--- src/rtl/debounce_sync.sv ---
// debounce_sync: SYNC_STAGES-deep synchronizer feeding a counter debounce FSM; clean level plus rise/fall strobes.
// Latency: q_db follows a held d_raw change SYNC_STAGES + DEBOUNCE_CYCLES edges after the first sampling edge.
// No backpressure; DEBOUNCE_GLITCH_CNT_EN adds a saturating glitch_cnt output.
module debounce_sync #(
    parameter int   SYNC_STAGES     = 2,
    parameter int   DEBOUNCE_CYCLES = 8,
    parameter int   CNT_W           = 4,
    parameter logic RESET_VAL       = 1'b0
) (
    input  logic       clk,
    input  logic       rst,
    input  logic       d_raw,
    output logic       q_db,
    output logic       rise,
    output logic       fall,
    output logic       busy
`ifdef DEBOUNCE_GLITCH_CNT_EN
    ,
    output logic [7:0] glitch_cnt
`endif
);

    typedef enum logic [1:0] {
        ST_STABLE_LOW  = 2'd0,
        ST_WAIT_HIGH   = 2'd1,
        ST_STABLE_HIGH = 2'd2,
        ST_WAIT_LOW    = 2'd3
    } state_e;

    localparam state_e RESET_STATE = RESET_VAL ? ST_STABLE_HIGH : ST_STABLE_LOW;
    localparam logic [CNT_W-1:0] CNT_LAST = CNT_W'(DEBOUNCE_CYCLES - 1);

    logic [SYNC_STAGES-1:0] sync_q, sync_d;
    logic                   d_s;

    state_e                 state_q, state_d;
    logic [CNT_W-1:0]       cnt_q, cnt_d;
    logic                   q_db_q, q_db_d;
    logic                   rise_q, rise_d;
    logic                   fall_q, fall_d;
    logic                   abort;

    always_comb begin
        sync_d = {sync_q[SYNC_STAGES-2:0], d_raw};
    end

    assign d_s = sync_q[SYNC_STAGES-1];

    // State register: reset wins over any in-progress qualification.
    always_ff @(posedge clk) begin
        if (rst) begin
            sync_q  <= {SYNC_STAGES{RESET_VAL}};
            state_q <= RESET_STATE;
            cnt_q   <= '0;
            q_db_q  <= RESET_VAL;
            rise_q  <= 1'b0;
            fall_q  <= 1'b0;
        end else begin
            sync_q  <= sync_d;
            state_q <= state_d;
            cnt_q   <= cnt_d;
            q_db_q  <= q_db_d;
            rise_q  <= rise_d;
            fall_q  <= fall_d;
        end
    end

    // Next-state: any reversal during a WAIT state drops back with a cleared count.
    always_comb begin
        state_d = state_q;
        cnt_d   = '0;
        abort   = 1'b0;
        unique case (state_q)
            ST_STABLE_LOW: begin
                if (d_s) begin
                    state_d = ST_WAIT_HIGH;
                    cnt_d   = CNT_W'(1);
                end
            end
            ST_WAIT_HIGH: begin
                if (!d_s) begin
                    state_d = ST_STABLE_LOW;
                    abort   = 1'b1;
                end else if (cnt_q == CNT_LAST) begin
                    state_d = ST_STABLE_HIGH;
                end else begin
                    cnt_d = cnt_q + CNT_W'(1);
                end
            end
            ST_STABLE_HIGH: begin
                if (!d_s) begin
                    state_d = ST_WAIT_LOW;
                    cnt_d   = CNT_W'(1);
                end
            end
            ST_WAIT_LOW: begin
                if (d_s) begin
                    state_d = ST_STABLE_HIGH;
                    abort   = 1'b1;
                end else if (cnt_q == CNT_LAST) begin
                    state_d = ST_STABLE_LOW;
                end else begin
                    cnt_d = cnt_q + CNT_W'(1);
                end
            end
            default: begin
                state_d = RESET_STATE;
            end
        endcase
    end

    // Outputs: strobes are registered from the accepting transition so they align with q_db.
    always_comb begin
        q_db_d = q_db_q;
        rise_d = 1'b0;
        fall_d = 1'b0;
        if (state_q == ST_WAIT_HIGH && state_d == ST_STABLE_HIGH) begin
            q_db_d = 1'b1;
            rise_d = 1'b1;
        end
        if (state_q == ST_WAIT_LOW && state_d == ST_STABLE_LOW) begin
            q_db_d = 1'b0;
            fall_d = 1'b1;
        end
    end

    assign q_db = q_db_q;
    assign rise = rise_q;
    assign fall = fall_q;
    assign busy = (state_q == ST_WAIT_HIGH) || (state_q == ST_WAIT_LOW);

`ifdef DEBOUNCE_GLITCH_CNT_EN
    logic [7:0] glitch_cnt_q, glitch_cnt_d;

    always_comb begin
        glitch_cnt_d = glitch_cnt_q;
        if (abort && glitch_cnt_q != 8'hFF) begin
            glitch_cnt_d = glitch_cnt_q + 8'd1;
        end
    end

    always_ff @(posedge clk) begin
        if (rst) begin
            glitch_cnt_q <= 8'd0;
        end else begin
            glitch_cnt_q <= glitch_cnt_d;
        end
    end

    assign glitch_cnt = glitch_cnt_q;
`else
    logic unused_abort;
    assign unused_abort = abort;
`endif

endmodule

--- config.mk ---
export PLATFORM = sky130hd
export DESIGN_NAME = debounce_sync
export DESIGN_NICKNAME = d
export VERILOG_FILES = /design/src/rtl/debounce_sync.sv
export SDC_FILE = /design/constraint.sdc
export NUM_CORES = 1
export LEC_CHECK = 0
export BUFFER_PORTS_ARGS = -buffer_cell sky130_fd_sc_hd__buf_4
export CELL_PAD_IN_SITES_DETAIL_PLACEMENT = 1
export CELL_PAD_IN_SITES_GLOBAL_PLACEMENT = 1
export CORE_AREA = 2 2 39 41
export CTS_CLUSTER_DIAMETER = 60
export DETAILED_ROUTE_END_ITERATION = 8
export DIE_AREA = 0 0 41 43
export HOLD_SLACK_MARGIN = 0.05
export PLACE_DENSITY = 0.62
export SLEW_MARGIN = 5
export SYNTH_ARGS = -nofsm -noshare
export SYNTH_HDL_FRONTEND = slang
export SYNTH_SLANG_ARGS = --single-unit
--- constraint.sdc ---
create_clock -name clk -period 1.9 [get_ports clk]
set_input_delay 0.38 -clock clk [delete_from_list [all_inputs] [get_ports clk]]
set_output_delay 0.38 -clock clk [all_outputs]
set_load 0.01 [all_outputs]
## Word level (Yosys, flattened, before mapping)

Cells that the tools add are included.
Widths: inputs -> output; s select.

| storage, ports and cells | value |
|---|---|
| word-level logic and storage cells | 33 |
| input port bits | 3 |
| flip-flop bits (word level) | 11 |

| operators by class | value |
|---|---|
| muxes and demuxes | 15 |
| eq/ne operators | 5 |
| $add $sub $neg | 1 |
| reductions and logical operators | 6 |

Operators by type and width:

| operator | number |
|---|---|
| $pmux 4 s4 | 1 |
| $mux 2 | 6 |
| $mux 4 | 3 |
| $pmux 2 s4 | 1 |
| $eq 2x2->1 const B | 3 |
| $add 4x1->4 const B | 1 |
| $eq 4x3->1 const B | 1 |
| $logic_not 2->1 | 2 |
| $mux 1 | 4 |
| $eq 2x1->1 const B | 1 |
| $logic_and 1x1->1 | 2 |
| $reduce_or 2->1 | 1 |
| $logic_or 1x1->1 | 1 |

## Depth between registers and ports, before layout

Gate-level depths: netlist (run 1).

| logic depth | value |
|---|---|
| depth in word-level cells | 7 |
| depth in mapped cells | 4 |

## Least setup slack after synthesis (run 1)

No wires, ideal clock.

| path | value |
|---|---|
| path kind | reg-to-reg |
| start | register cnt_q[0] |
| end | register cnt_q[0] |
| required time | 1,775 ps |
| cell stages (with the launch flop) | 5 |
| setup time | 125 ps |
| setup slack | 664 ps |
| arrival time | 1,111 ps |
| path buffers | 0 |
| cells stage by stage | dfxtp_1 -> ha_1 -> nand4b_4 -> and3b_2 -> a21boi_4 |

| on the way | value |
|---|---|
| longest elaborated chain between the ends | 4 |
| elaborated cells on any way between the ends | 6 |

Ends and longest elaborated chain:

| element | RTL line | text |
|---|---|---|
| start: declaration | 37 | `logic [CNT_W-1:0] cnt_q, cnt_d;` |
| start signal: assignment | 61 | `cnt_q <= cnt_d;` |
| $add 4x1->4 or $eq 4x3->1 (tied branches) | n/a |  |
| $mux 4 * | 84, 100 |  |
| $mux 4, on equally long branches | 97, 81 |  |
| $pmux 4 s4 * | 73 | `unique case (state_q)` |

Every way passes the cells marked *; elsewhere a longest branch is shown, timed or not.
A chain may end at the register's enable or synchronous reset.

## Worst setup path in the final report (run 1)

Same ends and word-level chain as after synthesis.

==> reports/qor.yml, run 1 <==
run_status:
  outcome: "completed"
synthesis:
  synth.top_cell.area_share_pct: 53.0
  yosys-top-cells-area: "dfxtp_1, nand4b_4, mux2i_1"
  ys_seq_elements: 11
  syn_area_per_cell_sq_um: 11.2
  yosys_warnings: 0
  seq_area_frac_synth_pct: 53.0
  synth_area_leader_cell: "dfxtp_1"
  syn_inst: 37
  syn-cell-area_sq_um: 415
  synth_cell_types: 19
  synth_nets: 41
grt:
  grt_max_degree: 9
  first_global_vias: 308
  grt_pass1_wl_um: 1240
  antenna_found_initial: 0
  gr-total-overflow: 0
  grt_usage_pct: 11.1
worst_setup_path:
  end_kind: "register"
  crit_type: "reg2reg"
  critical_path.n_buffers_inverters: 0
  cpMaxStageDelayCell: "dfxtp_1"
  crit_fanout: 6
  cp_data_required_time_ns: 2.05
  start_kind: "register"
  crit_family: "flip-flops"
  cp.arrival_ns: 1.50
  slowest_delay_ns: 0.42
  crit_chain: "ha_1, nand4b_4, and3b_2, a21boi_4"
cts:
  clock_latency_ns: 0.26
  cts_tree: "yes"
  htreeDepth: 1
  cts.clk_slew.worst_paths_ns: 0.08
  cts_buffers: 3
  post-cts-setup-buffers: 0
  clock-sinks: 11
  cts_root_buf: "clkbuf_4"
  ctsResizeCount: 0
  cts-hold-fix-buffers: 0
  clockBufferDepth: 2
sta:
  fmax_mhz: 742
  rsz0062_at_grt: "no"
  min_period_ns: 1.35
  finalMaxSlewViolations: 0
  post-route-period-util_pct: 70.9
  max_slew_margin_pct: 82.6
  worst_pin_slew_ns: 0.261
  hold_violations: 0
  final.setup.tns_ns: 0
  skew_ns: 0.00256
  setup_violations: 0
power_and_ir_drop:
  powerDensity_nw_per_um2: 827
  peakVddDrop_v: 0.000367
  p_comb_share_pct: 4.3
  p_seq_share_pct: 57.7
  leakagePower_nw: 0.242
  internal_power_w: 0.000324
  power_frac_clock_pct: 38.0
  swShare_pct: 22.3
  p_sw_w: 0.0000931
final_layout:
  layout-drive-gt1-share_pct: 28.3
  fillCellCount: 159
  syn2layout_area_growth_pct: 21.4
  layout_commonest_cell: "dfxtp_1"
  mostFrequentLayoutCells: "dfxtp_1, buf_4, nor2_1"
  final_util_pct: 36.4
  layout.nets: 51
  diodes: 0
run:
  drv_cap: 0
floorplan:
  design.die.area_sq_um: 1760
  ios: 7
  core_sq_um: 1380
  die_y_um: 43
  initial_core_util_pct: 30.0
  row_count: 14
  die_w_um: 41
drt:
  via_per_inst: 4.68
  dr.pass1.iters: 1
  vias: 290
  drtAntennaViolNets: 0
  drc: 0
  wl_per_cell_um: 11.4
  drt-total-wl_um: 708
  drt_iter0_drc: 0
place:
  globalplace.congestion: 0.683
  io_buffers: 6
min_path:
  hold_path_class: "in2reg"
## metal layers
layer	track usage (%)	routed length (um)	up-vias
met1	11.1	307	138
met3	6.28	31	2
met2	17.2	358	6
li1	-	-	144
met4	6.00	10	0
met5	0	0	-
## power by group through the flow
stage / Combinational (W) / Clock [W] / Sequential, W
floorplan: 0.00000772 / 0 / 0.000246
global placement: 0.0000176 / 0 / 0.000246
detailed placement: 0.0000184 / 0 / 0.000246
CTS: 0.0000184 / 0.000166 / 0.000241
global route: 0.0000198 / 0.000184 / 0.000241
finish: 0.0000179 / 0.000158 / 0.000240
## cell type report
cell class | count | area [sq um] | share of cell area [%]
Tap cell | 16 | 20.0 | 3.97
Clock inverter | 1 | 5.00 | 0.993
Multi-Input combinational cell | 23 | 184 | 36.5
Timing Repair Buffer | 6 | 45.0 | 8.93
Inverter | 2 | 7.51 | 1.49
Sequential cell | 11 | 220 | 43.7
Clock buffer | 3 | 22.5 | 4.47
## Yosys cell counts
master    number
o21ai_0        1
nand3b_1       2
nor2b_1        2
and3b_2        1
a21boi_4       1
nand3_1        1
inv_1          2
nand2_1        1
nor2_1         5
a31oi_1        1
nor4b_1        1
ha_1           1
nor4_1         1
mux2i_1        2
clkbuf_1       1
dfxtp_1       11
xor2_1         1
nand4b_4       1
xnor2_1        1
## worst register-to-register path, stage by stage (launching register included)
cell	delay (ns)
dfxtp_1	0.42
ha_1	0.28
nand4b_4	0.16
and3b_2	0.24
a21boi_4	0.13
## kinds of logic (layout without fill, tap and decap cells)
family          Yosys count  count (layout)  share of synthesized area (%)
simple gates             15              15                           25.0
flops                    11              11                           53.0
compound gates            3               3                           7.23
buf+inv                   3              12                           2.71
xor+xnor                  2               2                           4.22
mux                       2               2                           4.82
fa+ha+maj                 1               1                           3.01
## registers in the layout (all words and copies together) (netlist names)
register / cells
cnt_q: 4
state_q: 2
sync_q: 2
fall: 1
q_db: 1
rise: 1
## through the flow
step	power (W)	instance area [sq um]	worst slack, ns	cells	hold slack, ns
final	0.000417	504	0.552	62	0.326
after global routing	0.000445	504	0.469	62	0.318
after CTS	0.000425	504	0.537	62	0.324
after detailed placement	0.000265	477	0.548	58	0.436
after global placement	0.000263	477	0.605	58	0.426
after floorplan	0.000254	415	0.664	37	0.414
## worst paths after layout
kind,startpoint,endpoint,slack [ns],cells past startpoint
setup / recovery,cnt_q[0]$_SDFF_PP0_,cnt_q[0]$_SDFF_PP0_,0.55,4
hold / removal,d_raw,sync_q[0]$_SDFF_PP0_,0.33,2
setup reg to reg,cnt_q[0]$_SDFF_PP0_,cnt_q[0]$_SDFF_PP0_,0.55,4
hold reg to reg,sync_q[0]$_SDFF_PP0_,sync_q[1]$_SDFF_PP0_,0.45,1
Power figures use the tool's default switching activity.
==> run 2, diff against run 1 <==
Settings changed: ABC_AREA from default to 1, PLACE_DENSITY 0.62 to 0.66.
Clock period 1.9 ns to 1.3 ns, I/O delays scaled along.
==> run 2 against run 1 <==
Via count increased by 16%. First-iteration DRC count increased by 1. Non-clock buffer count unchanged. Flip-flop and latch count unchanged. Sequential share of layout area increased by 0.44 points. Critical path type is now reg2out. Largest power group unchanged.
==> reports/qor.yml, run 2 <==
run_status:
  outcome: "completed"
floorplan:
  die_y_um: 43
  row_count: 14
  ios: 7
  core_sq_um: 1380
  design.die.area_sq_um: 1760
  initial_core_util_pct: 29.7
  die_w_um: 41
place:
  io_buffers: 6
  dp_slack_ns: 0.180
  placed_area_sq_um: 473
  hpwl_um: 573
  globalplace.congestion: 0.637
cts:
  cts-hold-fix-buffers: 0
  clock-sinks: 11
  cts_buffers: 3
  post-cts-setup-buffers: 0
  clockBufferDepth: 2
  clock_latency_ns: 0.26
  cts_tree: "yes"
  cts.clk_slew.worst_paths_ns: 0.07
  cts_root_buf: "clkbuf_4"
  ctsResizeCount: 0
  htreeDepth: 1
worst_setup_path:
  crit_family: "flip-flops"
  slowest_delay_ns: 0.44
  critical_path.n_buffers_inverters: 1
  cp.arrival_ns: 0.87
  crit_fanout: 6
  crit_chain: "buf_4"
  start_kind: "register"
  end_kind: "output pin"
  crit_type: "reg2out"
  cp_data_required_time_ns: 1.04
  cpMaxStageDelayCell: "dfxtp_1"
sta:
  final.setup.tns_ns: 0
  hold_violations: 0
  setup_violations: 0
  skew_ns: 0.00170
  rsz0062_at_grt: "no"
  finalWorstSetupSlack_ns: 0.170
  worst_pin_slew_ns: 0.222
  min_period_ns: 1.13
  finalMaxSlewViolations: 0
  fmax_mhz: 885
  post-route-period-util_pct: 86.9
  max_slew_margin_pct: 85.2
grt:
  grt_pass1_wl_um: 1260
  grt_usage_pct: 11.2
  met1_usage_pct: 12.3
  met2_usage_pct: 16.3
  use_met3_pct: 3.14
  gr-total-overflow: 0
  top_usage_layer: "met2"
  grt_max_degree: 7
  antenna_found_initial: 0
  first_global_vias: 325
synthesis:
  seq_area_frac_synth_pct: 53.5
  synth_area_leader_cell: "dfxtp_1"
  synth-edff-count: 0
  synthArstFlopShare_pct: 0
  synth_nets: 56
  ys.flop_type: "dfxtp_1"
  synth_cell_types: 13
  synth_most_common_cell: "nor2_1"
  syn_area_per_cell_sq_um: 7.92
  yosys_warnings: 0
  ys_seq_elements: 11
  syn-cell-area_sq_um: 412
  syn_inst: 52
  yosys-top-cells-area: "dfxtp_1, nor2_1, inv_1"
  synth.top_cell.area_share_pct: 53.5
  synth_common_cells: "nor2_1, dfxtp_1, inv_1, nand2_1, nand3_1"
drt:
  dr.pass1.iters: 2
  drc: 0
  drt_iter0_drc: 1
  drtAntennaViolNets: 0
  drt-total-wl_um: 726
  via_per_inst: 4.36
  vias: 336
  wl_per_cell_um: 9.43
final_layout:
  layout-drive-gt1-share_pct: 18.0
  multi_input_area_sq_um: 154
  layout_commonest_cell: "nor2_1"
  syn2layout_area_growth_pct: 21.3
  largest_register_ffs: 4
  layout.area.seq_sq_um: 220
  regMostFlops: "cnt_q"
  layout.nets: 66
  reg_top3: "cnt_q (4), state_q (2), sync_q (2)"
  fillCellCount: 180
  diodes: 0
  final_area_sq_um: 499
  mostFrequentLayoutCells: "nor2_1, dfxtp_1, inv_1"
min_path:
  hold_path_class: "in2reg"
power_and_ir_drop:
  peakVddDrop_v: 0.000479
  leakagePower_nw: 0.258
  powerDensity_nw_per_um2: 1190
run:
  drv_cap: 0
run 2: cell types whose count changed after synthesis, sizes merged, moves of 2 or more:
cell,change
nand3,+3
nor2b,-2
inv,+7
nor3,+2
nand2,+6
nor2,+8
mux2i,-2
run 2: per-stage QoR:
step                power, W  instances  hold slack [ns]  util [%]
floorplan           0.000362         52            0.331         -
global placement    0.000372         73            0.396      34.2
detailed placement  0.000372         73            0.399      34.2
CTS                 0.000611         77            0.188      36.1
global route        0.000624         77            0.198      36.1
finish              0.000595         77            0.197      36.1
run 2: cell type report:
class	instances	share of cell area [%]
repair buffers	6	9.02
flip-flops and latches	11	44.1
well taps	16	4.01
inverters	9	6.77
clock buffers	4	5.26
multi-input cells	31	30.8
run 2: path summary, 6_finish.rpt:
check                        startpoint                    to  slack [ns]  depth (start not counted)
setup reg to reg    cnt_q[0]$_SDFF_PP0_     q_db$_SDFFE_PP0P_        0.19                          6
hold reg to reg    sync_q[0]$_SDFF_PP0_  sync_q[1]$_SDFF_PP0_        0.41                          2
hold / removal                      rst  sync_q[1]$_SDFF_PP0_        0.20                          2
setup / recovery  state_q[0]$_SDFF_PP0_                  busy        0.17                          1
run 2: report_power, final:
group          leakage, nW  switching (W)  internal [W]
logic                0.154      0.0000109    0.00000861
clock network       0.0150       0.000112      0.000119
registers           0.0892     0.00000326      0.000341
run 2: cells by family (layout without fill, tap and decap cells):
logic type                 Yosys count  after routing  share of synthesized area [%]
and+or+nand+nor                     28             28                           31.0
DFF                                 11             11                           53.5
buffers and inverters               10             19                           9.12
adders and majority gates            1              1                           3.04
AOI/OAI and AO/OA                    1              1                           1.21
xor gates and xnor gates             1              1                           2.13
run 2: metal layers:
metal	vias up	share of wire, %	wire length [um]
met5	-	0	0
met4	0	1.7	12
li1	178	-	-
met1	148	43	314
met3	2	5.0	36
met2	8	50	363
